## src/rtl/sram_arb_pkg.sv

```systemverilog
// Shared constants and grant encoding for the unified SRAM port arbiter.
// Imported by the arbiter and anything that decodes its grant state.
package sram_arb_pkg;

  localparam int ADDR_W = 16;
  localparam int DATA_W = 32;

  localparam logic [3:0] WE_LOAD = 4'b0000;

  typedef enum logic [1:0] {
    GNT_NONE,
    GNT_I,
    GNT_D
  } gnt_e;

endpackage

```

## src/rtl/sram_port_arbiter.sv

```systemverilog
// Fetch/load-store arbiter for the single-port unified SRAM.
// D has fixed priority; an aging counter bounds how long I can starve.
module sram_port_arbiter #(
  parameter int ADDR_W   = sram_arb_pkg::ADDR_W,
  parameter int DATA_W   = sram_arb_pkg::DATA_W,
  parameter int MAX_WAIT = 4
) (
  input  logic              clk,
  input  logic              rst,
  input  logic              i_req,
  input  logic [ADDR_W-1:0] i_addr,
  output logic              i_gnt,
  output logic              i_rvalid,
  output logic [DATA_W-1:0] i_rdata,
  input  logic              d_req,
  input  logic [3:0]        d_we,
  input  logic [ADDR_W-1:0] d_addr,
  input  logic [DATA_W-1:0] d_wdata,
  output logic              d_gnt,
  output logic              d_rvalid,
  output logic [DATA_W-1:0] d_rdata,
  output logic [3:0]        sram_w_en,
  output logic [ADDR_W-1:0] sram_address,
  output logic [DATA_W-1:0] sram_write_data,
  input  logic [DATA_W-1:0] sram_read_data
);
  import sram_arb_pkg::*;

  gnt_e       gnt;
  logic [3:0] wait_cnt;
  logic       force_i;
  logic       d_load;
  logic       i_rvalid_q;
  logic       d_rvalid_q;

  assign force_i = (wait_cnt == 4'(MAX_WAIT));

  always_comb begin
    gnt = GNT_NONE;
    if (!rst) begin
      if (i_req && (force_i || !d_req))
        gnt = GNT_I;
      else if (d_req)
        gnt = GNT_D;
    end
  end

  assign i_gnt  = (gnt == GNT_I);
  assign d_gnt  = (gnt == GNT_D);
  assign d_load = d_gnt && (d_we == WE_LOAD);

  always_comb begin
    sram_address    = '0;
    sram_w_en       = WE_LOAD;
    sram_write_data = '0;
    unique case (gnt)
      GNT_I: sram_address = i_addr;
      GNT_D: begin
        sram_address    = d_addr;
        sram_w_en       = d_we;
        sram_write_data = d_wdata;
      end
      default: ;
    endcase
  end

  // A response pending across a reset edge must not reach the pipeline.
  assign i_rvalid = i_rvalid_q && !rst;
  assign d_rvalid = d_rvalid_q && !rst;

  always_ff @(posedge clk) begin
    if (rst) begin
      i_rvalid_q <= 1'b0;
      d_rvalid_q <= 1'b0;
      i_rdata    <= '0;
      d_rdata    <= '0;
      wait_cnt   <= '0;
    end else begin
      i_rvalid_q <= i_gnt;
      d_rvalid_q <= d_load;
      if (i_gnt)
        i_rdata <= sram_read_data;
      if (d_load)
        d_rdata <= sram_read_data;
      if (!i_req || i_gnt)
        wait_cnt <= '0;
      else if (!force_i)
        wait_cnt <= wait_cnt + 4'd1;
    end
  end

endmodule

```

## config.mk

```make
export PLATFORM = sky130hd
export DESIGN_NAME = sram_port_arbiter
export DESIGN_NICKNAME = d
export VERILOG_FILES = /design/src/rtl/sram_arb_pkg.sv /design/src/rtl/sram_port_arbiter.sv
export SDC_FILE = /design/constraint.sdc
export NUM_CORES = 1
export LEC_CHECK = 0
export BUFFER_PORTS_ARGS = -buffer_cell sky130_fd_sc_hd__buf_2
export CAP_MARGIN = 10
export CORE_ASPECT_RATIO = 0.6
export CORE_MARGIN = 2
export CORE_UTILIZATION = 30
export DETAILED_ROUTE_END_ITERATION = 10
export SYNTH_ARGS = -nofsm -noshare
export SYNTH_HDL_FRONTEND = slang
export SYNTH_SLANG_ARGS = --single-unit
```

## constraint.sdc

```tcl
create_clock -name clk -period 2.3 [get_ports clk]
set_clock_uncertainty 0.15 [all_clocks]
set_input_delay 0 -clock clk [delete_from_list [all_inputs] [get_ports clk]]
set_output_delay 0 -clock clk [all_outputs]
set_load 0.05 [all_outputs]
```

**Word level (Yosys, flattened, before mapping)**

Cells that the tools add are included.

- Magnitude comparators: 0
- Eq/ne operators: 3
- Divide/modulo/power cells: 0
- Muxes and demuxes: 6
- Bitwise operators: 0
- Shift operators: 0
- Reduce and logical (&&, ||, !) cells: 11
- Multipliers: 0
- $add $sub $neg: 1

Operators by type and width:

| operator | count |
|---|---|
| $mux W32 | 1 |
| $pmux W16 S2 | 1 |
| $mux W2 | 3 |
| $add A4 B1 Y4 const B | 1 |
| $eq A4 B3 Y1 const B | 1 |
| $logic_and A1 B1 Y1 | 4 |
| $logic_not A4 Y1 | 1 |
| $mux W4 | 1 |
| $logic_not A1 Y1 | 3 |
| $eq A2 B1 Y1 const B | 1 |
| $eq A2 B2 Y1 const B | 1 |
| $logic_or A1 B1 Y1 | 2 |
| $reduce_or A2 Y1 | 1 |

- Bits of input ports: 104
- Latch bits: 0
- Flip-flop bits (word level): 70
- ROM bits: 0
- Bits in writable memories: 0
- Memories: 0
- Output and inout bits: 120

**Logic depth before layout (Yosys ltp)**

- Depth in word-level cells: 8
- Gate-level depth with buffers: 10

**Worst setup path before layout**

No wires, ideal clock.

- Path type: flip-flop to output port
- From: register wait_cnt[0]
- To: output port sram_address[0]
- Cell stages (with the launch flop): 10
- Path slack: -574 ps
- Data required time: 2,150 ps
- Path buffers: 1
- Arrival time: 2,724 ps
- Cell sequence: dfxtp_1 > inv_1 > ha_1 > and3b_1 > nand2_1 > and3b_1 > ha_1 > clkbuf_1 > a22oi_1 > nor2_1

- Word-level cells in the longest chain between the ends: 7
- Elaborated cells between the ends (all ways): 8
- Classes of those cells: 3 x eq/ne; 3 x mux; 2 x reduce/logical

RTL lines:

| what | RTL line | source |
|---|---|---|
| start: declaration | sram_port_arbiter.sv:30 | `logic [3:0] wait_cnt;` |
| start signal: assignment | sram_port_arbiter.sv:88 | `wait_cnt <= wait_cnt + 4'd1;` |
| $eq A4 B3 Y1 | sram_port_arbiter.sv:36 | `assign force_i = (wait_cnt == 4'(MAX_WAIT));` |
| $logic_or A1 B1 Y1 | sram_port_arbiter.sv:41 | `if (i_req && (force_i \|\| !d_req))` |
| $logic_and A1 B1 Y1 | sram_port_arbiter.sv:41 |  |
| $mux W2 | sram_port_arbiter.sv:41 |  |
| $mux W2 | sram_port_arbiter.sv:40 | `if (!rst) begin` |
| $eq A2 B2 Y1 | -- |  |
| via d_gnt | sram_port_arbiter.sv:19 | `output logic d_gnt,` |
| $pmux W16 S2 | sram_port_arbiter.sv:56 | `unique case (gnt)` |
| end: declaration | sram_port_arbiter.sv:23 | `output logic [ADDR_W-1:0] sram_address,` |

The timed path passes the listed nets, and every way through them passes these cells.

**Worst setup path after layout**

- From: register wait_cnt[0]
- To: output port sram_address[15]

- Word-level cells in the longest chain between the ends: 7
- Elaborated cells between the ends (all ways): 8
- Classes of those cells: 3 x eq/ne; 3 x mux; 2 x reduce/logical

RTL lines:

| what | RTL line |
|---|---|
| $eq A4 B3 Y1 (*) | sram_port_arbiter.sv:36 |
| $logic_or A1 B1 Y1 (*) | sram_port_arbiter.sv:41 |
| $logic_and A1 B1 Y1 (*) | sram_port_arbiter.sv:41 |
| $mux W2 (*) | sram_port_arbiter.sv:41 |
| $mux W2 (*) | sram_port_arbiter.sv:40 |
| $eq A2 B2 Y1 / $eq A2 B1 Y1 (equally long branches) | sram_port_arbiter.sv:56 |
| $pmux W16 S2 (*) | sram_port_arbiter.sv:56 |

Every way passes the cells marked *; elsewhere a longest branch is shown, timed or not.

==> out/results.txt <==
fill count - 983
First DRT Iteration DRCs - 92
Synth Net Count - 468
Post-synth EDFFs - 0
crit path launch type - register
worst setup margin - -36.81 ps
tightest hold margin - 216.2 ps
vias per cell - 4.437
f_max - 0.4279 GHz
routed len/inst - 14.79 µm
clock power share - 40.7%
row count - 29
post-placement cell count - 703
Post-Syn Area - 3368 µm²
Pleak - 2.649 nW
layout cell share with drive strength beyond 1 - 48.73%
CP Max Fanout - 8
RSZ-0062 raised after global routing - true
synth unique cells - 23
max-cap viol count - 0
antenna violations before repair - 0
Hold Path Class - in2out
ANT cells - 0
CTS sink cnt - 70
root buffer cell - clkbuf_16
Net Switching - 0.9570 mW
FF+latch count, synth - 70
CP startpoint - wait_cnt[0]
DIE AREA - 12120 µm²
worst-case clock buffer depth - 2
Yosys top cell area share - 41.60%
GP Congestion - 0.8107
CTS tree - done
Max stage delay on crit path - 320 ps
Worst-Skew Late Latency - 320 ps
TNS Setup - -50.13 ps
post-synthesis xor/xnor area fraction - 0.5201%
final hold vios - 0
area leader, netlist - dfxtp_1
# DRC - 0
Worst Tran Pin Value - 586.5 ps
syn avg cell area - 9.382 µm²
Port Buffers - 223
Cell Count, Final, Fillers Out - 771
die height - 86.08 µm
CP max-delay cell - dfxtp_2
Worst slew margin - 60.90%
largest net degree at the start of global routing - 78
number of global-route vias before repair - 3438
Worst R2R Setup Slack - 130 ps
first-pass GRT wire length - 17370 µm
fin nets - 736
num ports - 224
register area - 1403 µm²
violated checks - negative setup slack
total grt overflow - 0
count of final setup violators - 3
R2R Path Start - wait_cnt[1]
internal power - 2.392 mW
most common cell in the netlist - dfxtp_1
TritonCTS buffer count - 9
drt total wl - 11410 µm
GRT Util Overall - 18.05%
Clk pin slew, worst setup/hold paths - 50 ps
worst hold path startpoint - d_wdata[3]
status - complete, but fails checks
Worst Setup Path Type - reg2out
Sw Share - 28.57%
sequential fraction of the synthesis area - 41.60%
area delta synth->final - 74.63%
Synth Instances - 359
Synth Area in Simple Gates - 27.19%
CTS H-tree lvls - 3
main combinational cell family by area after synthesis - simple AND/OR/NAND/NOR gates
Main synth FF type - dfxtp_1
utilization after layout - 54.76%
crit path DAT - 2190 ps
Logic pwr share - 22.0%
CP Capture Type - output port
Final min period - 2337 ps
asr flop ratio synth - 0%
peak supply drop - 436.6 µV
starting density of the core - 31.36%
Vias - 3421
Pwr Total - 3.349 mW
Post-Synth Adder-Cell Area - 1.857%
crit path cell chain - inv_2, ha_4, and3b_2, nand2_2, and3b_2, ha_4, buf_8, a22oi_2, nor2_4, buf_12
Core Area - 10740 µm²
max-slew violations - 0
mux share of post-synthesis cell area - 19.32%
complex-gate fraction of the synthesized area - 4.012%
top cells by count, synth - 70 x dfxtp_1, 65 x mux2i_1, 65 x nand2b_1, 51 x nor2_1, 37 x and2_1
sequential share of power - 37.3%
multi-input combinational cell area - 2019 µm²
data required time at the worst endpoint - 2150 ps
Top Family by Delay on Critical Path - simple AND/OR/NAND/NOR gates
Final Cycle Share - 101.6%
top cells by area, synth - dfxtp_1 42%, mux2i_1 19%, nand2b_1 12%
Routed Antenna Nets - 0
YS warnings - 0
CP Buf/Inv Count - 3
Pre-antenna DRT Iters - 6
pwr dens - 569.4 nW/µm²
chip width - 140.8 µm
hpwl dp - 8014 µm
## repair_timing
item,in CTS,in global routing
gates resized for setup,68,35
setup buffers,7,10
cloned,0,1
hold buffers,34,0
hold endpoints to repair,69,0
endpoints found under the setup margin,52,53
pin swaps,6,15
## registers in the layout, indices dropped and copies added (netlist names)
signal	count
i_rvalid_q	1
d_rvalid_q	1
d_rdata	32
i_rdata	32
wait_cnt	4
## tightest hold or removal path, delay by kind of cell
family,cells,cell delay (ps)
buffers and inverters,2,260
AND/OR/NAND/NOR,1,110
## power by group through the flow
| stage | registers [mW] | clock network (mW) | logic (mW) |
|---|---|---|---|
| after global routing | 1.25 | 1.48 | 0.775 |
| after floorplan | 1.35 | 0 | 0.325 |
| after CTS | 1.25 | 1.42 | 0.690 |
| after global placement | 1.27 | 0 | 0.582 |
| final | 1.25 | 1.36 | 0.736 |
| after detailed placement | 1.28 | 0 | 0.590 |
## final cells by class
class | instances | area share [%]
repair buffers | 285 | 33.59
flip-flops and latches | 70 | 23.85
multi-input cells | 258 | 34.33
inverters | 3 | 0.1914
clock buffers | 10 | 3.893
clock inverters | 6 | 1.191
well taps | 139 | 2.957
## logic make-up (layout without fill, tap and decap cells)
family                     Yosys count  after routing
and+or+nand+nor                    167            167
adders and majority gates            5              5
AOI/OAI and AO/OA                   19             19
muxes                               65             65
buffers and inverters               31            304
xor gates and xnor gates             2              2
DFF                                 70             70
## layer usage
layer / GRT usage, % / wire [µm] / vias up
li1: - / - / 1707
met1: 22.67 / 5261 / 1616
met2: 30.29 / 5428 / 90
met3: 6.644 / 631 / 8
met4: 3.273 / 83 / 0
met5: 0 / 0 / -
## layout by cell type, fill, tap and decap left out, drive strengths merged
cell type / synthesis / layout
a21oi: 3 / 3
a22oi: 16 / 16
and2: 37 / 37
and3b: 2 / 2
buf: 13 / 250
bufinv: 0 / 1
clkbuf: 15 / 11
clkinvlp: 0 / 3
dfxtp: 70 / 70
dlygate4sd3: 0 / 34
ha: 5 / 5
inv: 3 / 5
mux2i: 65 / 65
nand2: 3 / 3
nand2b: 65 / 65
nand3: 1 / 1
nand3b: 2 / 2
nor2: 51 / 51
nor2b: 4 / 4
nor4: 1 / 1
or2: 1 / 1
xnor2: 2 / 2
## path summary, 6_finish.rpt
check	end	cells after the start
worst max-delay path	sram_address[15]	10
worst min-delay path	sram_write_data[3]	3
worst max register to register	wait_cnt[1]	10
worst min register to register	d_rdata[26]	2
## through the flow
stage               setup WS, ps  instance area (µm²)
floorplan                  4.579                 3508
CTS                       -71.08                 5683
finish                    -36.81                 5882
detailed placement        -48.98                 4761
global placement           49.48                 4761
global route              -142.9                 5882
No activity file was read; power rests on OpenSTA's default activity.
